===== src/rtl/seg7_scan_ctrl.sv =====
// rtl/seg7_scan_ctrl.sv - time-multiplexed common-anode 7-segment scanner with tear-free load, blanking and PWM; optional blink via SEG7_BLINK_EN
module seg7_scan_ctrl #(
    parameter int NDIG    = 8,
    parameter int DIV_W   = 17,
    parameter int BLINK_W = 25
) (
    input  logic              clk,
    input  logic              clr,
    input  logic              load,
    input  logic [4*NDIG-1:0] value,
    input  logic [NDIG-1:0]   dp_in,
    input  logic [NDIG-1:0]   blink_en,
    input  logic              blank_lz,
    input  logic [3:0]        bright,
    output logic              pending,
    output logic [6:0]        a_to_g,
    output logic [NDIG-1:0]   an,
    output logic              dp
);

    localparam int SW = (NDIG > 1) ? $clog2(NDIG) : 1;
    localparam logic [SW-1:0] LAST = SW'(NDIG - 1);

    logic [DIV_W-1:0]  sc;
    logic [SW-1:0]     s;
    logic [4*NDIG-1:0] stg_val, sh_val;
    logic [NDIG-1:0]   stg_dp, sh_dp;
    logic [NDIG-1:0]   stg_blk, sh_blk;

    logic              slot_end, frame_end;
    logic              blink_phase;
    logic [NDIG-1:0]   zero_above;
    logic              zero_acc;
    logic [3:0]        nib;
    logic              lz_blank, pwm_on, lit;
    logic [NDIG-1:0]   sel;

    assign slot_end  = &sc;
    assign frame_end = slot_end && (s == LAST);

    // Slot counter and digit index: a digit owns the display for 2^DIV_W clocks.
    always_ff @(posedge clk or posedge clr) begin
        if (clr) begin
            sc <= '0;
            s  <= '0;
        end else begin
            sc <= sc + 1'b1;
            if (slot_end)
                s <= (s == LAST) ? '0 : s + 1'b1;
        end
    end

`ifdef SEG7_BLINK_EN
    logic [BLINK_W-1:0] bcnt;

    // Free-running blink counter; its MSB selects the dark half of the blink period.
    always_ff @(posedge clk or posedge clr) begin
        if (clr)
            bcnt <= '0;
        else
            bcnt <= bcnt + 1'b1;
    end

    assign blink_phase = bcnt[BLINK_W-1];
`else
    // Blink counter not built; BLINK_W is at least 1, so this is a constant 0.
    assign blink_phase = (BLINK_W == 0);
`endif

    // Staging takes every load; shadow only changes at a frame boundary with no load in flight.
    always_ff @(posedge clk or posedge clr) begin
        if (clr) begin
            stg_val <= '0;
            stg_dp  <= '0;
            stg_blk <= '0;
            sh_val  <= '0;
            sh_dp   <= '0;
            sh_blk  <= '0;
            pending <= 1'b0;
        end else if (load) begin
            stg_val <= value;
            stg_dp  <= dp_in;
            stg_blk <= blink_en;
            pending <= 1'b1;
        end else if (frame_end && pending) begin
            sh_val  <= stg_val;
            sh_dp   <= stg_dp;
            sh_blk  <= stg_blk;
            pending <= 1'b0;
        end
    end

    // zero_above[i] = nibbles i..NDIG-1 of the shadow value are all zero.
    always_comb begin
        zero_above = '0;
        zero_acc   = 1'b1;
        for (int i = NDIG - 1; i >= 0; i--) begin
            zero_acc      = zero_acc & (sh_val[4*i +: 4] == 4'h0);
            zero_above[i] = zero_acc;
        end
    end

    assign nib      = sh_val[{s, 2'b00} +: 4];
    assign lz_blank = blank_lz && (s != '0) && zero_above[s];
    assign pwm_on   = (sc[DIV_W-1 -: 4] <= bright);
    assign lit      = pwm_on && !lz_blank && !(blink_phase && sh_blk[s]);
    assign sel      = {{(NDIG-1){1'b0}}, 1'b1} << s;

    function automatic logic [6:0] font(input logic [3:0] d);
        case (d)
            4'h0: font = 7'b1000000;
            4'h1: font = 7'b1111001;
            4'h2: font = 7'b0100100;
            4'h3: font = 7'b0110000;
            4'h4: font = 7'b0011001;
            4'h5: font = 7'b0010010;
            4'h6: font = 7'b0000010;
            4'h7: font = 7'b1111000;
            4'h8: font = 7'b0000000;
            4'h9: font = 7'b0010000;
            4'hA: font = 7'b0001000;
            4'hB: font = 7'b0000011;
            4'hC: font = 7'b1000110;
            4'hD: font = 7'b0100001;
            4'hE: font = 7'b0000110;
            default: font = 7'b0001110;
        endcase
    endfunction

    // Registered pin drive; the segment pattern follows the digit even while its anode is dark.
    always_ff @(posedge clk or posedge clr) begin
        if (clr) begin
            an     <= '1;
            a_to_g <= 7'b1111111;
            dp     <= 1'b1;
        end else begin
            an     <= ~(sel & {NDIG{lit}});
            a_to_g <= font(nib);
            dp     <= ~(lit && sh_dp[s]);
        end
    end

endmodule

===== config.mk =====
export PLATFORM = sky130hd
export DESIGN_NAME = seg7_scan_ctrl
export DESIGN_NICKNAME = d
export VERILOG_FILES = /design/src/rtl/seg7_scan_ctrl.sv
export SDC_FILE = /design/constraint.sdc
export NUM_CORES = 1
export LEC_CHECK = 0
export CORE_ASPECT_RATIO = 0.5
export CORE_MARGIN = 2
export CORE_UTILIZATION = 30
export CTS_CLUSTER_DIAMETER = 120
export CTS_CLUSTER_SIZE = 25
export DETAILED_ROUTE_END_ITERATION = 10
export PLACE_DENSITY = 0.53
export SETUP_SLACK_MARGIN = 0.1
export SYNTH_ARGS = -nofsm -noshare
export SYNTH_HDL_FRONTEND = slang
export SYNTH_SLANG_ARGS = --single-unit

===== constraint.sdc =====
create_clock -name clk -period 8.06 [get_ports clk]
set_input_delay 1.612 -clock clk [delete_from_list [all_inputs] [get_ports clk]]
set_output_delay 1.612 -clock clk [all_outputs]
set_load 0.02 [all_outputs]

==> flow_summary_export.csv, run 1 <==
group,metric,value,unit
clocking,cts_setup_buffers,0,
synthesis,synth.area.top_cells,"dfrtp_1 49%, mux2_2 16%, dfstp_2 8.1%",
global_routing,grt_pass1_wl,17000,µm
min_path,min_path_type,"flop to flop",
die,die_area,18300,µm²
worst_setup_path,endpoint_kind,"flop",
finish,multi_input_area,2090,µm²
routing,drcViolationCount,0,
synthesis,synth_edf_count,0,
synthesis,ys_seq_elements,117,
synthesis,ys_seq_area_frac,0.571,
synthesis,syn_inst,363,
worst_setup_path,cpLargestDelayFamily,"buffers and inverters",
clocking,htreeDepth,4,
placement,port-buffer-count,64,
finish,fin_area,6700,µm²
finish,fillers,1619,
clocking,insertion_delay,410,ps
sta,period_share,0.399,
worst_setup_path,crit_path_start_kind,"input pin",
synthesis,syn_area,5160,µm²
synthesis,syn_area_per_cell,14.2,µm²
routing,drt_wl_total,10100,µm
worst_setup_path,critPathMaxStageDelay,480,ps
placement,place_area,6040,µm²
global_routing,grt_overflow_total,0,
sta,relSlewSlack,0.270,
routing,wl_per_cell,15.0,µm
sta,max_freq,311,MHz
worst_setup_path,cpMaxStageDelayCell,"buf_4",
finish,layout.nets,510,
finish,antenna_cells,0,
clocking,cts.sink_count,117,
synthesis,synthFlopType,"dfrtp_1",
sta,period_needed,3220,ps
global_routing,antenna_found_initial,0,
sta,hold_viol_final,0,
sta,fin_setup_tns,0,ps
die,start_util,0.311,
power,leakagePower,3.04,nW
routing,drt_first_pass_iters,4,
placement,globalplace.congestion,0.731,
finish,register_area,2950,µm²
outcome,status,"completed",
synthesis,yosys.area.top_type_share,0.489,
die,fp.dieH,96.8,µm
clocking,cts-root-buf,"clkbuf_16",
finish,utilization,0.404,
global_routing,grt_max_degree,61,
routing,vias_per_cell,4.57,
finish,areaGrowthSynthToFinish,29.8,%
clocking,clk_pin_slew,50,ps
die,row_count,33,
global_routing,grt_pass1_vias,3248,
global_routing,grt_use_total,0.120,
die,ios,73,
sta,setup_viol,0,
routing,vias,3082,
synthesis,synthDistinctLibCells,44,
power,power_density,228,nW/µm²
synthesis,yosys_warnings,0,
worst_setup_path,required,8350,ps
power,irDropWorstVdd,0.158,mV
clocking,clk_path_buf_depth,2,
sta,worst_pin_slew,1060,ps
routing,drt-initial-drc-count,181,
clocking,cts_inserted_buffers,17,
sta,final_max_slew_viol_count,0,
worst_setup_path,worst-path-buf-inv,3,
sta,grt_setup_unrepaired,"no",
worst_setup_path,crit_path_max_fanout,42,
sta,skew,9.09,ps
synthesis,synth_nets,437,
worst_setup_path,arrival,3500,ps
job,maxCapViolCount,0,
clocking,post_cts_resized,0,
worst_setup_path,critPathMostFrequentCell,"buf_4",
die,die_w,190,µm
clocking,holdBufCountCts,0,
finish,drive_above_1_share,0.301,
clocking,cts_tree,"done",
synthesis,synth_top_cell_by_area,"dfrtp_1",
finish,most-common-layout-cells,"101 x dfrtp_1, 72 x mux2_2, 63 x clkdlybuf4s50_1, 21 x nand2_1, 18 x ha_1",
worst_setup_path,path_cells,"buf_2 > buf_4 > nand4b_1 > buf_4 > mux2_2",
placement,hpwl,6960,µm
synthesis,synthArstFlopShare,1.00,
finish,final_common_cell,"dfrtp_1",
worst_setup_path,path_class,"input pin to flop",
routing,drtAntennaViolNets,0,
die,core,16600,µm²
layout make-up:
class / count / area share
repair buffers: 67 / 0.0982
clock buffers: 23 / 0.0743
clock inverters: 8 / 0.0252
well taps: 227 / 0.0424
flip-flops and latches: 117 / 0.440
inverters: 13 / 0.00765
multi-input cells: 220 / 0.312
routing by layer:
metal | global-route usage | routed length (µm) | vias to the layer above
li1 | - | - | 1448
met1 | 0.166 | 5100 | 1562
met2 | 0.176 | 4500 | 55
met3 | 0.0298 | 329 | 17
met4 | 0.0578 | 166 | 0
met5 | 0 | 0 | -
state kept, by name, summed over array words and instances, names as in the netlist:
register and flops:
sh_val 32, an 8, sh_dp 8, s 3
dp 1, sc 17, a_to_g 7, pending 1
stg_dp 8, stg_val 32
final timing paths:
check	startpoint	to	slack [ps]	cells past startpoint
max	load	sh_val[2]	4840	5
min	sc[0]	sc[0]	440	1
max reg2reg	sc[0]	sh_val[19]	5120	8
min reg2reg	sc[0]	sc[0]	440	1
max in group asynchronous	clr	stg_val[29]	5120	3
min in group asynchronous	clr	sh_val[28]	1690	2
metrics by stage:
| step | hold slack (ps) | std cells | worst slack (ps) | power [mW] |
|---|---|---|---|---|
| 2_1_floorplan | 422 | 363 | 3370 | 0.660 |
| 3_3_place_gp | 437 | 644 | 4400 | 0.696 |
| 3_5_place_dp | 441 | 644 | 4390 | 0.696 |
| 4_1_cts | 448 | 675 | 4810 | 1.55 |
| 5_1_grt | 463 | 675 | 4670 | 1.58 |
| 6_report | 443 | 675 | 4840 | 1.53 |
cells in the mapped netlist, types with 6 or more instances:
cell,n
mux4_2,6
a21oi_1,6
nand2_1,21
nor2_1,10
mux2_2,72
mux2_1,8
buf_1,8
dfrtp_1,101
nor4_1,7
mux2i_1,8
ha_1,18
nand3_1,8
inv_1,11
dfstp_2,16
xnor2_1,9
report_power, final:
part,total (mW),switching (mW),internal [mW]
Sequential,0.620,0.0106,0.609
Clock,0.843,0.255,0.587
Combinational,0.0641,0.0246,0.0394
Total,1.53,0.291,1.24
cells by family after synthesis:
logic type               synth area share
AO/OA/AOI/OAI                      0.0300
XOR/XNOR                           0.0237
buffers and inverters              0.0235
adder cells (fa/ha/maj)            0.0436
multiplexers                        0.248
AND/OR/NAND/NOR                    0.0601
flip-flops                          0.571
worst register-to-register path: cells and delay by family (launching register included):
kind	cells	cell delay [ps]
multiplexers	1	380
flip-flops	1	360
adder cells (fa/ha/maj)	2	510
buffers and inverters	1	450
AND/OR/NAND/NOR	4	1130
Note: power is estimated with default switching activity, not from simulation.
==> run 2: changes to the inputs <==
Settings changed: PLACE_DENSITY 0.53 to 0.55.
Clock period 8.06 ns to 2.7 ns, I/O delays scaled along.
==> flow_summary_export.csv, run 2 (synthesized netlist as in run 1, its figures left out) <==
group,metric,value,unit
finish,final_common_cell,"dfrtp_1",
clocking,cts_tree,"done",
sta,max_freq,428,MHz
die,core,16600,µm²
min_path,min_path_type,"input pin to async pin",
placement,place_area,6090,µm²
worst_setup_path,required,2970,ps
placement,port-buffer-count,64,
finish,fillers,1582,
die,die_area,18300,µm²
global_routing,grt_pass1_wl,17100,µm
clocking,cts.sink_count,117,
worst_setup_path,arrival,2610,ps
sta,relSlewSlack,0.574,
outcome,status,"completed",
placement,globalplace.congestion,0.749,
routing,drtAntennaViolNets,0,
worst_setup_path,path_class,"flop to flop",
job,maxCapViolCount,0,
power,p_seq_frac,0.437,
sta,final_max_slew_viol_count,0,
global_routing,grt_overflow_total,0,
power,leakagePower,3.01,nW
finish,fin_area,6660,µm²
finish,layout.nets,515,
sta,hold_viol_final,0,
worst_setup_path,reg2reg_to,"sh_val[25]",
routing,vias,3091,
die,die_w,190,µm
routing,vias_per_cell,4.55,
worst_setup_path,crit_path_max_fanout,32,
clocking,holdBufCountCts,0,
power,clockPowerShare,0.517,
worst_setup_path,endpoint_kind,"flop",
global_routing,grt_pass1_vias,3261,
sta,fin_setup_tns,0,ps
clocking,cts_setup_buffers,0,
sta,grt_setup_unrepaired,"no",
power,internal-power,3.37,mW
power,swShare,0.204,
clocking,clk_path_buf_depth,2,
die,row_count,33,
sta,period_share,0.866,
routing,drt_first_pass_iters,4,
routing,wl_per_cell,14.8,µm
clocking,clk_pin_slew,50,ps
finish,multi_input_area,2090,µm²
clocking,cts_inserted_buffers,17,
power,power_density,636,nW/µm²
routing,drcViolationCount,0,
die,start_util,0.311,
finish,instances_no_fill,680,
clocking,insertion_delay,400,ps
finish,drive_above_1_share,0.305,
clocking,htreeDepth,4,
finish,areaGrowthSynthToFinish,29.0,%
power,irDropWorstVdd,0.393,mV
worst_setup_path,crit_path_start_kind,"flop",
worst_setup_path,rr_startpoint,"sc[0]",
global_routing,grt_use_total,0.121,
clocking,post_cts_resized,0,
die,fp.dieH,96.8,µm
sta,period_needed,2340,ps
sta,setup_viol,0,
finish,reg.largest.list,"sh_val: 32 flops, stg_val: 32 flops, sc: 17 flops",
sta,worst_pin_slew,639,ps
routing,drt-initial-drc-count,177,
finish,antenna_cells,0,
power,p_switching,862,µW
power,combPwrFrac,0.046,
global_routing,grt_max_degree,78,
placement,dp.cells,649,
finish,most-common-layout-cells,"101 x dfrtp_1, 72 x mux2_2, 63 x clkdlybuf4s50_1, 21 x nand2_1, 18 x ha_1",
worst_setup_path,reg2reg_depth,8,
finish,register_area,2950,µm²
sta,skew,7.91,ps
worst_setup_path,ff2ff_setup_slack,360,ps
routing,drt_wl_total,10100,µm
clocking,cts-root-buf,"clkbuf_16",
placement,hpwl,7130,µm
die,ios,73,
global_routing,antenna_found_initial,0,
run 2: cell count changes in the layout (fill, tap and decap cells not counted), sizes merged:
cell,change
buf,+5
inv,-1
clkinvlp,+3
bufinv,-2
clkbuf,-3
clkinv,+3
run 2: how the worst max path moves through the flow:
stage,startpoint,end,cells past startpoint
after floorplan,sc[0],sh_val[11],8
after global placement,bright[1],an[4],8
after detailed placement,bright[1],an[5],8
after CTS,sc[0],sh_val[25],8
after global routing,sc[0],sh_val[19],8
final,sc[0],sh_val[25],8
run 2: layout make-up:
| type | count | area share |
|---|---|---|
| timing repair buffer | 72 | 0.106 |
| inverter | 13 | 0.00789 |
| clock inverter | 11 | 0.0203 |
| multi-input combinational | 220 | 0.315 |
| tap | 227 | 0.0427 |
| clock buffer | 20 | 0.0656 |
| sequential | 117 | 0.443 |
run 2: power by group through the flow:
stage / combinational, mW / clock [mW] / sequential, mW
6_report: 0.195 / 2.19 / 1.85
5_1_grt: 0.218 / 2.32 / 1.86
4_1_cts: 0.203 / 2.24 / 1.85
3_5_place_dp: 0.202 / 0 / 1.88
3_3_place_gp: 0.200 / 0 / 1.88
2_1_floorplan: 0.105 / 0 / 1.87
run 2: layer usage:
metal / global-route usage / share of wire
met3: 0.0316 / 0.042
met5: 0 / 0
met2: 0.181 / 0.45
met4: 0.0531 / 0.0092
met1: 0.165 / 0.50
run 2: worst max-delay path: stages, from the launching register on:
cell	delay (ps)
dfrtp_1	360
ha_1	210
nand2_1	110
nor3_1	320
and3_1	210
ha_1	200
nand4b_1	140
buf_4	290
mux2_1	360
run 2: metrics by stage:
step                total power, mW   util  hold WS, ps  setup slack, ps
floorplan                      1.97      -          422              525
global placement               2.08  0.367          441              299
detailed placement             2.08  0.367          449              260
CTS                            4.30  0.401          356              312
global route                   4.40  0.401          372              143
finish                         4.23  0.401          377              362
